$ cat src/rtl/token_link_arbiter.sv
// ---------------------------------------------------------------------------
// token_link_arbiter
//   Shares one downstream Valid/Nack token link between NUM_REQ requesters.
//   Round-robin grant held for a whole message (first beat to Last), an idle
//   timeout reclaims the link from a silent owner, and a one-cycle release
//   bubble follows every grant.
//
// Ports
//   clock        in   system clock
//   reset        in   asynchronous active-low reset
//   I_Req_Valid  in   [NUM_REQ]            valid token per requester
//   I_Req_Last   in   [NUM_REQ]            last beat flag, qualified by valid
//   I_Req_Data   in   [NUM_REQ*WIDTH_DATA] requester i at [i*WIDTH_DATA +: WIDTH_DATA]
//   O_Req_Nack   out  [NUM_REQ]            nack back to each requester
//   O_Valid      out                       valid to the shared link
//   O_Last       out                       last flag to the shared link
//   O_Data       out  [WIDTH_DATA]         data to the shared link
//   I_Nack       in                        nack from the shared link
//   O_Grant      out  [NUM_REQ]            registered one-hot grant
//   O_Busy       out                       arbiter not idle
// ---------------------------------------------------------------------------
module token_link_arbiter #(
    parameter int NUM_REQ    = 4,
    parameter int WIDTH_DATA = 32,
    parameter int MAX_IDLE   = 15
) (
    input  logic                          clock,
    input  logic                          reset,
    input  logic [NUM_REQ-1:0]            I_Req_Valid,
    input  logic [NUM_REQ-1:0]            I_Req_Last,
    input  logic [NUM_REQ*WIDTH_DATA-1:0] I_Req_Data,
    output logic [NUM_REQ-1:0]            O_Req_Nack,
    output logic                          O_Valid,
    output logic                          O_Last,
    output logic [WIDTH_DATA-1:0]         O_Data,
    input  logic                          I_Nack,
    output logic [NUM_REQ-1:0]            O_Grant,
    output logic                          O_Busy
);

    localparam int PW = $clog2(NUM_REQ);

    typedef enum logic [1:0] {
        S_IDLE    = 2'd0,
        S_GRANT   = 2'd1,
        S_RELEASE = 2'd2
    } state_t;

    state_t            state_r, state_s;
    logic [PW-1:0]     gidx_r, gidx_s;
    logic [PW-1:0]     ptr_r, ptr_s;
    logic [7:0]        cnt_r, cnt_s;
    logic [NUM_REQ-1:0] grant_r, grant_s;
    logic              busy_r;

    logic [PW-1:0]     sel_idx_s;
    logic              sel_found_s;
    logic [PW-1:0]     cand_s;
    logic              valid_g_s;
    logic              last_g_s;
    logic [7:0]        cnt_inc_s;

    // Modulo-NUM_REQ increment by explicit compare, so non-power-of-two counts wrap correctly.
    function automatic logic [PW-1:0] wrap_inc(input logic [PW-1:0] v);
        if (v == PW'(NUM_REQ - 1)) begin
            return {PW{1'b0}};
        end else begin
            return v + PW'(1);
        end
    endfunction

    // Round-robin search: first valid requester at or after the pointer.
    always_comb begin
        sel_found_s = 1'b0;
        sel_idx_s   = {PW{1'b0}};
        cand_s      = ptr_r;
        for (int i = 0; i < NUM_REQ; i++) begin
            if (!sel_found_s && I_Req_Valid[cand_s]) begin
                sel_found_s = 1'b1;
                sel_idx_s   = cand_s;
            end else begin
                sel_found_s = sel_found_s;
            end
            cand_s = wrap_inc(cand_s);
        end
    end

    assign valid_g_s = I_Req_Valid[gidx_r];
    assign last_g_s  = I_Req_Last[gidx_r] & valid_g_s;
    assign cnt_inc_s = (cnt_r == 8'hFF) ? cnt_r : cnt_r + 8'd1;

    // Next-state logic for FSM, grant, pointer and idle counter.
    always_comb begin
        state_s = state_r;
        gidx_s  = gidx_r;
        ptr_s   = ptr_r;
        cnt_s   = cnt_r;
        grant_s = grant_r;
        case (state_r)
            S_IDLE: begin
                if (sel_found_s) begin
                    state_s = S_GRANT;
                    gidx_s  = sel_idx_s;
                    grant_s = {{(NUM_REQ-1){1'b0}}, 1'b1} << sel_idx_s;
                    cnt_s   = 8'd0;
                end else begin
                    grant_s = {NUM_REQ{1'b0}};
                end
            end
            S_GRANT: begin
                if (valid_g_s) begin
                    // Any beat, stalled or not, proves the owner is alive.
                    cnt_s = 8'd0;
                    if (last_g_s && !I_Nack) begin
                        state_s = S_RELEASE;
                        ptr_s   = wrap_inc(gidx_r);
                        grant_s = {NUM_REQ{1'b0}};
                    end else begin
                        state_s = S_GRANT;
                    end
                end else begin
                    cnt_s = cnt_inc_s;
                    if (cnt_inc_s >= 8'(MAX_IDLE)) begin
                        state_s = S_RELEASE;
                        ptr_s   = wrap_inc(gidx_r);
                        grant_s = {NUM_REQ{1'b0}};
                        cnt_s   = 8'd0;
                    end else begin
                        state_s = S_GRANT;
                    end
                end
            end
            S_RELEASE: begin
                state_s = S_IDLE;
                grant_s = {NUM_REQ{1'b0}};
            end
            default: begin
                state_s = S_IDLE;
                grant_s = {NUM_REQ{1'b0}};
                cnt_s   = 8'd0;
            end
        endcase
    end

    // State registers; reset drops any grant immediately.
    always_ff @(posedge clock or negedge reset) begin
        if (!reset) begin
            state_r <= S_IDLE;
            gidx_r  <= {PW{1'b0}};
            ptr_r   <= {PW{1'b0}};
            cnt_r   <= 8'd0;
            grant_r <= {NUM_REQ{1'b0}};
            busy_r  <= 1'b0;
        end else begin
            state_r <= state_s;
            gidx_r  <= gidx_s;
            ptr_r   <= ptr_s;
            cnt_r   <= cnt_s;
            grant_r <= grant_s;
            busy_r  <= (state_s != S_IDLE);
        end
    end

    // Link pass-through for the owner; everyone else valid sees a busy link.
    always_comb begin
        O_Valid    = 1'b0;
        O_Last     = 1'b0;
        O_Data     = {WIDTH_DATA{1'b0}};
        O_Req_Nack = I_Req_Valid;
        if (state_r == S_GRANT) begin
            O_Valid            = valid_g_s;
            O_Last             = last_g_s;
            O_Data             = I_Req_Data[gidx_r*WIDTH_DATA +: WIDTH_DATA];
            O_Req_Nack[gidx_r] = I_Nack;
        end else begin
            O_Valid = 1'b0;
        end
    end

    assign O_Grant = grant_r;
    assign O_Busy  = busy_r;

endmodule

$ cat config.mk
export PLATFORM = sky130hd
export DESIGN_NAME = token_link_arbiter
export DESIGN_NICKNAME = d
export VERILOG_FILES = /design/src/rtl/token_link_arbiter.sv
export SDC_FILE = /design/constraint.sdc
export NUM_CORES = 1
export LEC_CHECK = 0
export ABC_AREA = 1
export CORE_MARGIN = 5
export CORE_UTILIZATION = 45
export DETAILED_ROUTE_END_ITERATION = 10
export DONT_BUFFER_PORTS = 1
export HOLD_SLACK_MARGIN = 0.06
export PLACE_DENSITY = 0.6
export SLEW_MARGIN = 10
export SYNTH_ARGS = -nofsm -noshare
export SYNTH_HDL_FRONTEND = slang
export SYNTH_SLANG_ARGS = --single-unit
export TNS_END_PERCENT = 20
$ cat constraint.sdc
create_clock -name clock -period 5.2 [get_ports clock]
set_input_delay 1.56 -clock clock [delete_from_list [all_inputs] [get_ports clock]]
set_output_delay 1.56 -clock clock [all_outputs]
set_load 0.01 [all_outputs]
Yosys cells after proc, flatten, opt, wreduce, memory -nomap -nowiden

Index checks and enable logic that the tools add are counted.

Register bits: 19
Input port bits: 139
Output and inout port bits: 43
Word-level logic and storage cells: 98

Add/subtract/negate cells: 5
$lt $le $gt $ge: 7
Equal/unequal tests: 11
Shifts and indexed selects: 2
Mux-type cells: 49
Bitwise logic cells: 2
Reductions and logical operators: 16

Operators by type and width:

| operator                                                    | number |
|---|---|
| variable part select 128 x 8 -> 32 bit                      | 1 |
| 2-to-1 mux 32 bit                                           | 1 |
| 2-to-1 mux 8 bit                                            | 4 |
| 2-to-1 mux 2 bit                                            | 15 |
| one-hot mux 8 bit (3 select lines)                          | 1 |
| 2-to-1 mux 4 bit                                            | 5 |
| less-than comparator 2 x 3 -> 1 bit (second input constant) | 5 |
| 2-to-1 mux 1 bit                                            | 13 |
| binary-select mux 1 bit (select 2 bit)                      | 6 |
| equality test 2 bit (second input constant)                 | 5 |
| adder 2 x 1 -> 2 bit (second input constant)                | 4 |
| adder 8 x 1 -> 8 bit (second input constant)                | 1 |
| equality test 8 bit (second input constant)                 | 1 |
| >= comparator 8 x 4 -> 1 bit (second input constant)        | 1 |
| one-hot mux 4 bit (2 select lines)                          | 1 |
| != test 3 bit (second input constant)                       | 2 |
| AND reduction 2 bit                                         | 3 |
| logical AND 1 bit                                           | 5 |
| bitwise mux 4 bit                                           | 1 |
| zero test 1 bit                                             | 4 |
| one-hot mux 2 bit (2 select lines)                          | 1 |
| nonzero test 2 bit                                          | 2 |
| left shift 1 x 2 -> 4 bit (first input constant)            | 1 |
| AND reduction 3 bit                                         | 1 |
| 8 further kinds                                             | 8 |

Logic depth before layout (Yosys ltp)

Depth after elaboration: 15
Gate-level depth with buffers: 13

Worst setup path before layout

Ideal clock, no wire load.

Path type: input port to output port
Start point: in I_Req_Valid[3]
End point: out O_Last
Data arrival time: 2,208 ps
Required time: 3,640 ps
Setup slack: 1,432 ps
Stages on the path: 6
Buffers on the path: 0
Cell sequence: inv_1 > nand2_1 > nand3_1 > nand2_1 > inv_1 > nor3_1

Word-level cells in the longest chain between the ends: 4

Ends and longest elaborated chain:

| what                                   | line | RTL |
|---|---|---|
| start, declared                        | 29   | `input logic [NUM_REQ-1:0] I_Req_Valid,` |
| binary-select mux 1 bit (select 2 bit) | 88   | `assign valid_g_s = I_Req_Valid[gidx_r];` |
| 2-to-1 mux 1 bit (not written as such) | 88   |  |
| bitwise AND 1 bit                      | 89   | `assign last_g_s = I_Req_Last[gidx_r] & valid_g_s;` |
| 2-to-1 mux 1 bit                       | 170  | `if (state_r == S_GRANT) begin` |
| end, declared                          | 34   | `output logic O_Last,` |

Every way passes these cells. The select of a mux whose other input is x is not followed.

Worst setup path in the final report

Start point: in I_Req_Valid[0]
End point: out O_Last

The elaborated chain is that of the path after synthesis.

==> results.md <==
* Routability cong. at 0.8691
* Vias per std cell at 5.568
* Critical R2R Launch: gidx_r[1]
* CTS max path bufs at 2
* Dominant combinational cell family by area after synthesis: simple AND/OR/NAND/NOR gates
* Final cell count without fillers at 535
* Met3 track demand over resource at 5.038%
* Final period utilization at 75.74%
* CP Launch Type: primary input
* Via Count at 2979
* Number of cells after detailed placement at 531
* Critical setup path kind: in -> out
* Area enclosed by the die boundary at 7430 sq um
* Worst-case hold path end point: ptr_r[1]
* Number of maximum-capacitance violations at 0
* Number of distinct standard cells referenced by the synthesized netlist at 31
* Storage cell area at 476.7 sq um
* Remaining DRCs at 0
* Share of synthesized area occupied by flip-flops and latches at 18.20%
* CTS Root Buffer Type: clkbuf_8
* Avg Synthesized Cell Area at 5.431 sq um
* Post-synthesis xor/xnor area fraction at 1.006%
* Count of nets after finishing at 609
* Initial antenna violation count at 0
* Data required time of the worst path at 3.64 ns
* Synth Area in Compound Gates at 23.04%
* Synthesized netlist cell count at 481
* Count of buffers added by post-CTS timing repair for setup at 0
* Number of primary I/O pins at 182
* Total net switching power at 988.6 uW
* Wire length of the first global-routing pass at 14060 microns
* Initial cell density of the core at 46.87%
* Placeable core region at 5574 sq um
* Result of the run: complete, no violations
* Worst setup slack for register-to-register paths at 2.84 ns
* Slew at the pin closest to its max-slew limit at 0.7272 ns
* Area of combinational cells with multiple inputs at 1892 sq um
* Overflow after GRT at 0
* Number of cell instances on the worst register-to-register path at 8
* CTS resizes at 0
* Routed WL at 8741 microns
* Share of the core filled with cells at 47.92%
* Total standard cell area after synthesis at 2613 sq um
* Quantity of hold-fixing buffers added after cts at 0
* Headroom to the max-slew limit at 51.52%
* TritonCTS clock tree: yes
* Hold Violations, Final at 0
* Sum of negative setup slack at 0 ns
* Final Power at 1.597 mW
* End of the worst register-to-register path: O_Grant[2]
* Num rows at 27
* Arrival time reported for the critical path endpoint at 2.38 ns
* Hold Crit Start: ptr_r[1]
* #FFs+latches synth at 19
* Clk pin slew, worst setup/hold paths at 0.07 ns
* Busiest layer in global routing: met2
* Post-detailed-route count of antenna-violating nets at 0
* Antenna cell count at 0
* Routed wirelength normalized by instance count at 16.34 microns
* Critical path endpoint category: output port
* Clk Latency, worst-skew pair at 0.26 ns
* Logic gate share of total power at 79.0%
* Unrepaired setup endpoints after global routing: no
* Horizontal die dimension at 86.20 microns
* Layout area overhead at 2.251%
* Post-route clock skew at 0.003973 ns
* Post-synthesis simple-gate area fraction at 45.50%
* Areal power density over the cells at 598.0 nW/um^2
* Initial DRC count at 174
* Net count after synthesis at 626
* Number of buffer cells added on primary ports at 0
* Highest ir drop seen on vdd at 0.0003353 V
* Area share of fa/ha/maj cells after synthesis at 2.874%
* Ratio of cells with drive above 1 in the final layout at 7.343%
* Pin count of the biggest net entering global routing at 73
* Leakage power at 1.277 nW
* Vias in the first global route at 2841
* Overall Global Routing Usage at 23.11%
* Share of power burned in the clock network at 6.5%
* Yosys synthesis warning count at 0
* Overall die height at 86.20 microns
* Hold Path Cell Cnt at 2
* Minimum clock period after layout at 3.939 ns
* Post-DP HPWL at 6742 microns
* Number of pins exceeding their max-slew limit in the final report at 0
* Sinks on the clock net at 19
* Class of the worst hold path: reg -> reg
* CTS HTree Levels at 1
* Power Internal at 608.9 uW
* Fraction of met1 tracks used by global routing at 28.48%
* Clock buffers created by TritonCTS at 3
* Sw Ratio at 61.89%
* Number of detailed-routing iterations run before antenna repair at 8
* Sequential fraction of design power at 14.5%
* Final Setup Violations at 0
* Mux contribution to synthesized area at 0%
* Met2 demand-to-capacity share in global routing at 39.94%
* Maximum clock frequency at 253.9 MHz
* Top fanout value on the critical path at 6
* Fillers at 603
-- layout by cell type (no fill, tap or decap), types with 4 or more instances in the layout --
cell | netlist | routed
nand2_1 | 65 | 65
ha_1 | 6 | 6
a21oi_1 | 37 | 37
dfrtp_1 | 19 | 18
nor2_2 | 7 | 7
inv_1 | 28 | 28
nand2_2 | 5 | 5
nand3_1 | 31 | 31
nor2_1 | 148 | 148
o21ai_1 | 4 | 4
inv_2 | 5 | 5
o21ai_0 | 71 | 71
nand4_1 | 8 | 8
buf_4 | 0 | 4
-- cell type report --
type | instances | share of cell area, %
tap | 72 | 3.372
inverter | 36 | 5.105
clock inverter | 1 | 0.1874
multi-input combinational | 400 | 70.82
timing repair buffer | 4 | 1.124
sequential | 19 | 17.85
clock buffer | 3 | 1.546
-- cell usage after synthesis, drive strengths merged --
master | instances | area share (%)
nor2 | 157 | 24
nand3 | 33 | 6.7
clkbuf | 18 | 2.6
xor2 | 2 | 0.67
nand3b | 4 | 1.6
buf | 8 | 1.6
nor3 | 3 | 0.57
nand4 | 8 | 1.9
o22a | 1 | 0.34
a21boi | 1 | 0.29
o21ai | 75 | 14
nand2 | 70 | 11
clkinv | 3 | 0.48
inv | 33 | 4.7
a21oi | 39 | 8.0
xnor2 | 1 | 0.34
ha | 6 | 2.9
dfrtp | 19 | 18
-- critical path: stages --
cell,delay (ns)
inv_1,0.07
nand2_1,0.07
nand3_1,0.09
nand2_1,0.13
inv_1,0.11
nor3_1,0.34
-- metrics by stage --
stage / setup WS, ns / hold slack (ns) / area [sq um]
finish: 1.261 / 0.5348 / 2671
global route: 1.155 / 0.5759 / 2671
CTS: 1.244 / 0.5392 / 2671
detailed placement: 1.249 / 0.5212 / 2625
global placement: 1.259 / 0.5394 / 2625
floorplan: 1.432 / 0.4875 / 2613
-- state kept, by name, indices dropped and copies added (netlist names) --
register	cells
O_Busy	1
O_Grant	4
cnt_r	8
gidx_r	2
ptr_r	2
state_r	2
-- power by group through the flow --
stage                     sequential (mW)  combinational [mW]  clock [mW]
after CTS                           0.233                1.27       0.109
after floorplan                     0.226                1.04           0
after detailed placement            0.235                1.26           0
after global routing                0.239                1.43       0.115
final                               0.232                1.26       0.104
after global placement              0.235                1.25           0
-- how the worst max path moves through the flow --
stage,start,end,slack (ns),cells after the start
after floorplan,I_Req_Valid[3],O_Last,1.43,6
after global placement,I_Req_Valid[0],O_Last,1.26,6
after detailed placement,I_Req_Valid[0],O_Last,1.25,6
after CTS,I_Req_Valid[0],O_Last,1.24,6
after global routing,I_Req_Valid[3],O_Last,1.15,6
final,I_Req_Valid[0],O_Last,1.26,6
-- metal layers --
metal  up-vias  share of wire [%]
li1       1526                  -
met1      1309                 41
met2       121                 49
met3        23                7.0
met4         0                2.9
met5         -                  0
-- cell families (layout without fill, tap and decap cells) --
group	count (synthesis)	after routing
and+or+nand+nor	275	275
AOI/OAI and AO/OA	116	116
buffers and inverters	62	44
adders and majority gates	6	6
DFF	19	19
xor gates and xnor gates	3	3
(Power assumes the default switching activity.)
==> RTL edit (same settings) <==
Re-encode `state_t` (3 states) as one-hot, 3 bits wide.
--- a/src/rtl/token_link_arbiter.sv
+++ b/src/rtl/token_link_arbiter.sv
@@ -42,6 +42,6 @@
 
-    typedef enum logic [1:0] {
-        S_IDLE    = 2'd0,
-        S_GRANT   = 2'd1,
-        S_RELEASE = 2'd2
+    typedef enum logic [2:0] {
+        S_IDLE    = 3'b001,
+        S_GRANT   = 3'b010,
+        S_RELEASE = 3'b100
     } state_t;
Check against the original RTL: no difference found for any inputs over 4 cycles, from zero or initial values and one cycle with reset low; so few cycles prove little.
==> RTL edit against the unedited design <==
Wire length is 1.8% lower; core utilization up 0.20 points; total power decreased by 5.2%; setup slack is essentially flat; critical endpoint is now O_Req_Nack[1]; clock power grew 56%; clock skew rose by 0.012 ns; synthesized area is 0.67% higher; synthesized cell count shrank 2.1%; sequential cell count up 1; critical path depth fell by 1; cell area is 1.0% higher.
==> RTL edit: results <==
[global_routing]
antenna_found_initial = 1
grt_first_pass_wirelength_microns = 13600
grt_pass1_vias = 2828
grt_use_total_pct = 21.9
grt_max_degree = 71
overflow = 0

[routing]
vias = 2952
drtPass1Iterations = 4
drt-wirelength-per-cell_microns = 16.4
drtIter0Drc = 216

[layout]
finalNetCount = 597
drive_gt1_share_pct = 8.65
num-fill-cells = 634
largest_reg_flops = 8
regMostFlops = "cnt_r"

[critical_path]
cp.arrival_ns = 2.38
path_max_fanout = 36

[clock_tree]
post_cts_buffers = 0
root_buffer = "clkbuf_8"
clk_path_buf_depth = 2
clk_pin_slew_ns = 0.09
cts-resized-gates = 0
htreeDepth = 1
cts-buffers-inserted = 3
clock_latency_ns = 0.27

[yosys]
synth_area_leaders = "nor2_1 21%, dfrtp_1 18%, o21ai_0 13%"
synth_compound_area_share_pct = 22.0
synthArstFlopShare_pct = 100
synthFlopType = "dfrtp_1"
synth_nets = 616
synth_fa_ha_area_share_pct = 2.85
netlist-cell-type-count = 36
ys_seq_area_share_pct = 19.1
ys_warn_count = 0
synthTopCellsByCount = "150 x nor2_1, 67 x o21ai_0, 64 x nand2_1"
synth.area.mux_share_pct = 0
synthXorXnorAreaFrac_pct = 1.33

[status]
status = "finished, final reports clean"

[worst_hold_path]
hp-class = "flop to flop"

[timing]
slew_headroom_pct = 30.8
skew_ns = 0.0156

[power_and_ir_drop]
ir_drop_mv = 0.277
p_leak_nw = 1.20

[placement]
gp_congestion = 0.861
post-place-ws_ns = 1.40
hpwlAfterDp_microns = 6560
portBuffers = 0
RTL edit: cell types whose count changed in the layout (fill, tap and decap cells not counted), moves of 3 or more:
| cell | change |
|---|---|
| o21ai_0 | -4 |
| inv_1 | -6 |
| nand2_2 | +4 |
| nor2_2 | -4 |
| nand3_1 | -9 |
| nor2_4 | +4 |
| and2_1 | +3 |
RTL edit: path summary, 6_finish.rpt:
| path | from | cells after the start | endpoint | slack (ns) |
|---|---|---|---|---|
| worst max-delay path | gidx_r[1] | 5 | O_Req_Nack[1] | 1.26 |
| worst min-delay path | cnt_r[7] | 2 | cnt_r[7] | 0.54 |
| worst max register to register | gidx_r[0] | 10 | O_Grant[3] | 2.73 |
| worst min register to register | cnt_r[7] | 2 | cnt_r[7] | 0.54 |
| max in group asynchronous | reset | 0 | state_r[0] | 4.06 |
| min in group asynchronous | reset | 0 | O_Grant[1] | 0.97 |
RTL edit: through the flow:
step / std cells / cell area, sq um / power [W] / util (%)
final: 524 / 2700 / 0.00151 / 48.1
after floorplan: 471 / 2630 / 0.00117 / -
after CTS: 523 / 2700 / 0.00152 / 48.1
after global placement: 519 / 2630 / 0.00133 / 46.8
after detailed placement: 519 / 2630 / 0.00135 / 46.8
after global routing: 524 / 2700 / 0.00169 / 48.1
RTL edit: cell type report:
class / instances / area share, %
diodes: 1 / 0.0927
clock buffers: 3 / 1.53
clock inverters: 1 / 1.11
inverters: 28 / 3.99
multi-input cells: 396 / 70.5
flip-flops and latches: 20 / 18.6
well taps: 72 / 3.34
repair buffers: 3 / 0.834
RTL edit: critical path, cell delays in order, from the launching register on:
cell and delay, ns:
dfrtp_1 0.36, clkinv_1 0.79, ha_1 0.54, nand2_1 0.09
nor2_1 0.04, a21oi_1 0.27
RTL edit: cell families (layout without fill, tap and decap cells):
family | after synthesis | in the layout
buf+inv | 55 | 35
xor+xnor | 4 | 4
flops | 20 | 20
simple gates | 273 | 273
fa+ha+maj | 6 | 6
compound gates | 113 | 113
other cells | 0 | 1
RTL edit: power by group:
part           internal [W]  total (W)  switching (W)  leakage (nW)
logic              0.000327    0.00108       0.000748         0.898
registers          0.000199   0.000277      0.0000783         0.264
clock network      0.000103   0.000162      0.0000593        0.0357
total              0.000629    0.00151       0.000886          1.20
RTL edit: metal layers:
layer	part of all wire [%]	wire (microns)	track usage, %
met3	9.8	843	5.89
met4	1.4	124	5.81
met1	41	3530	27.9
met2	48	4090	36.4
met5	0	0	0
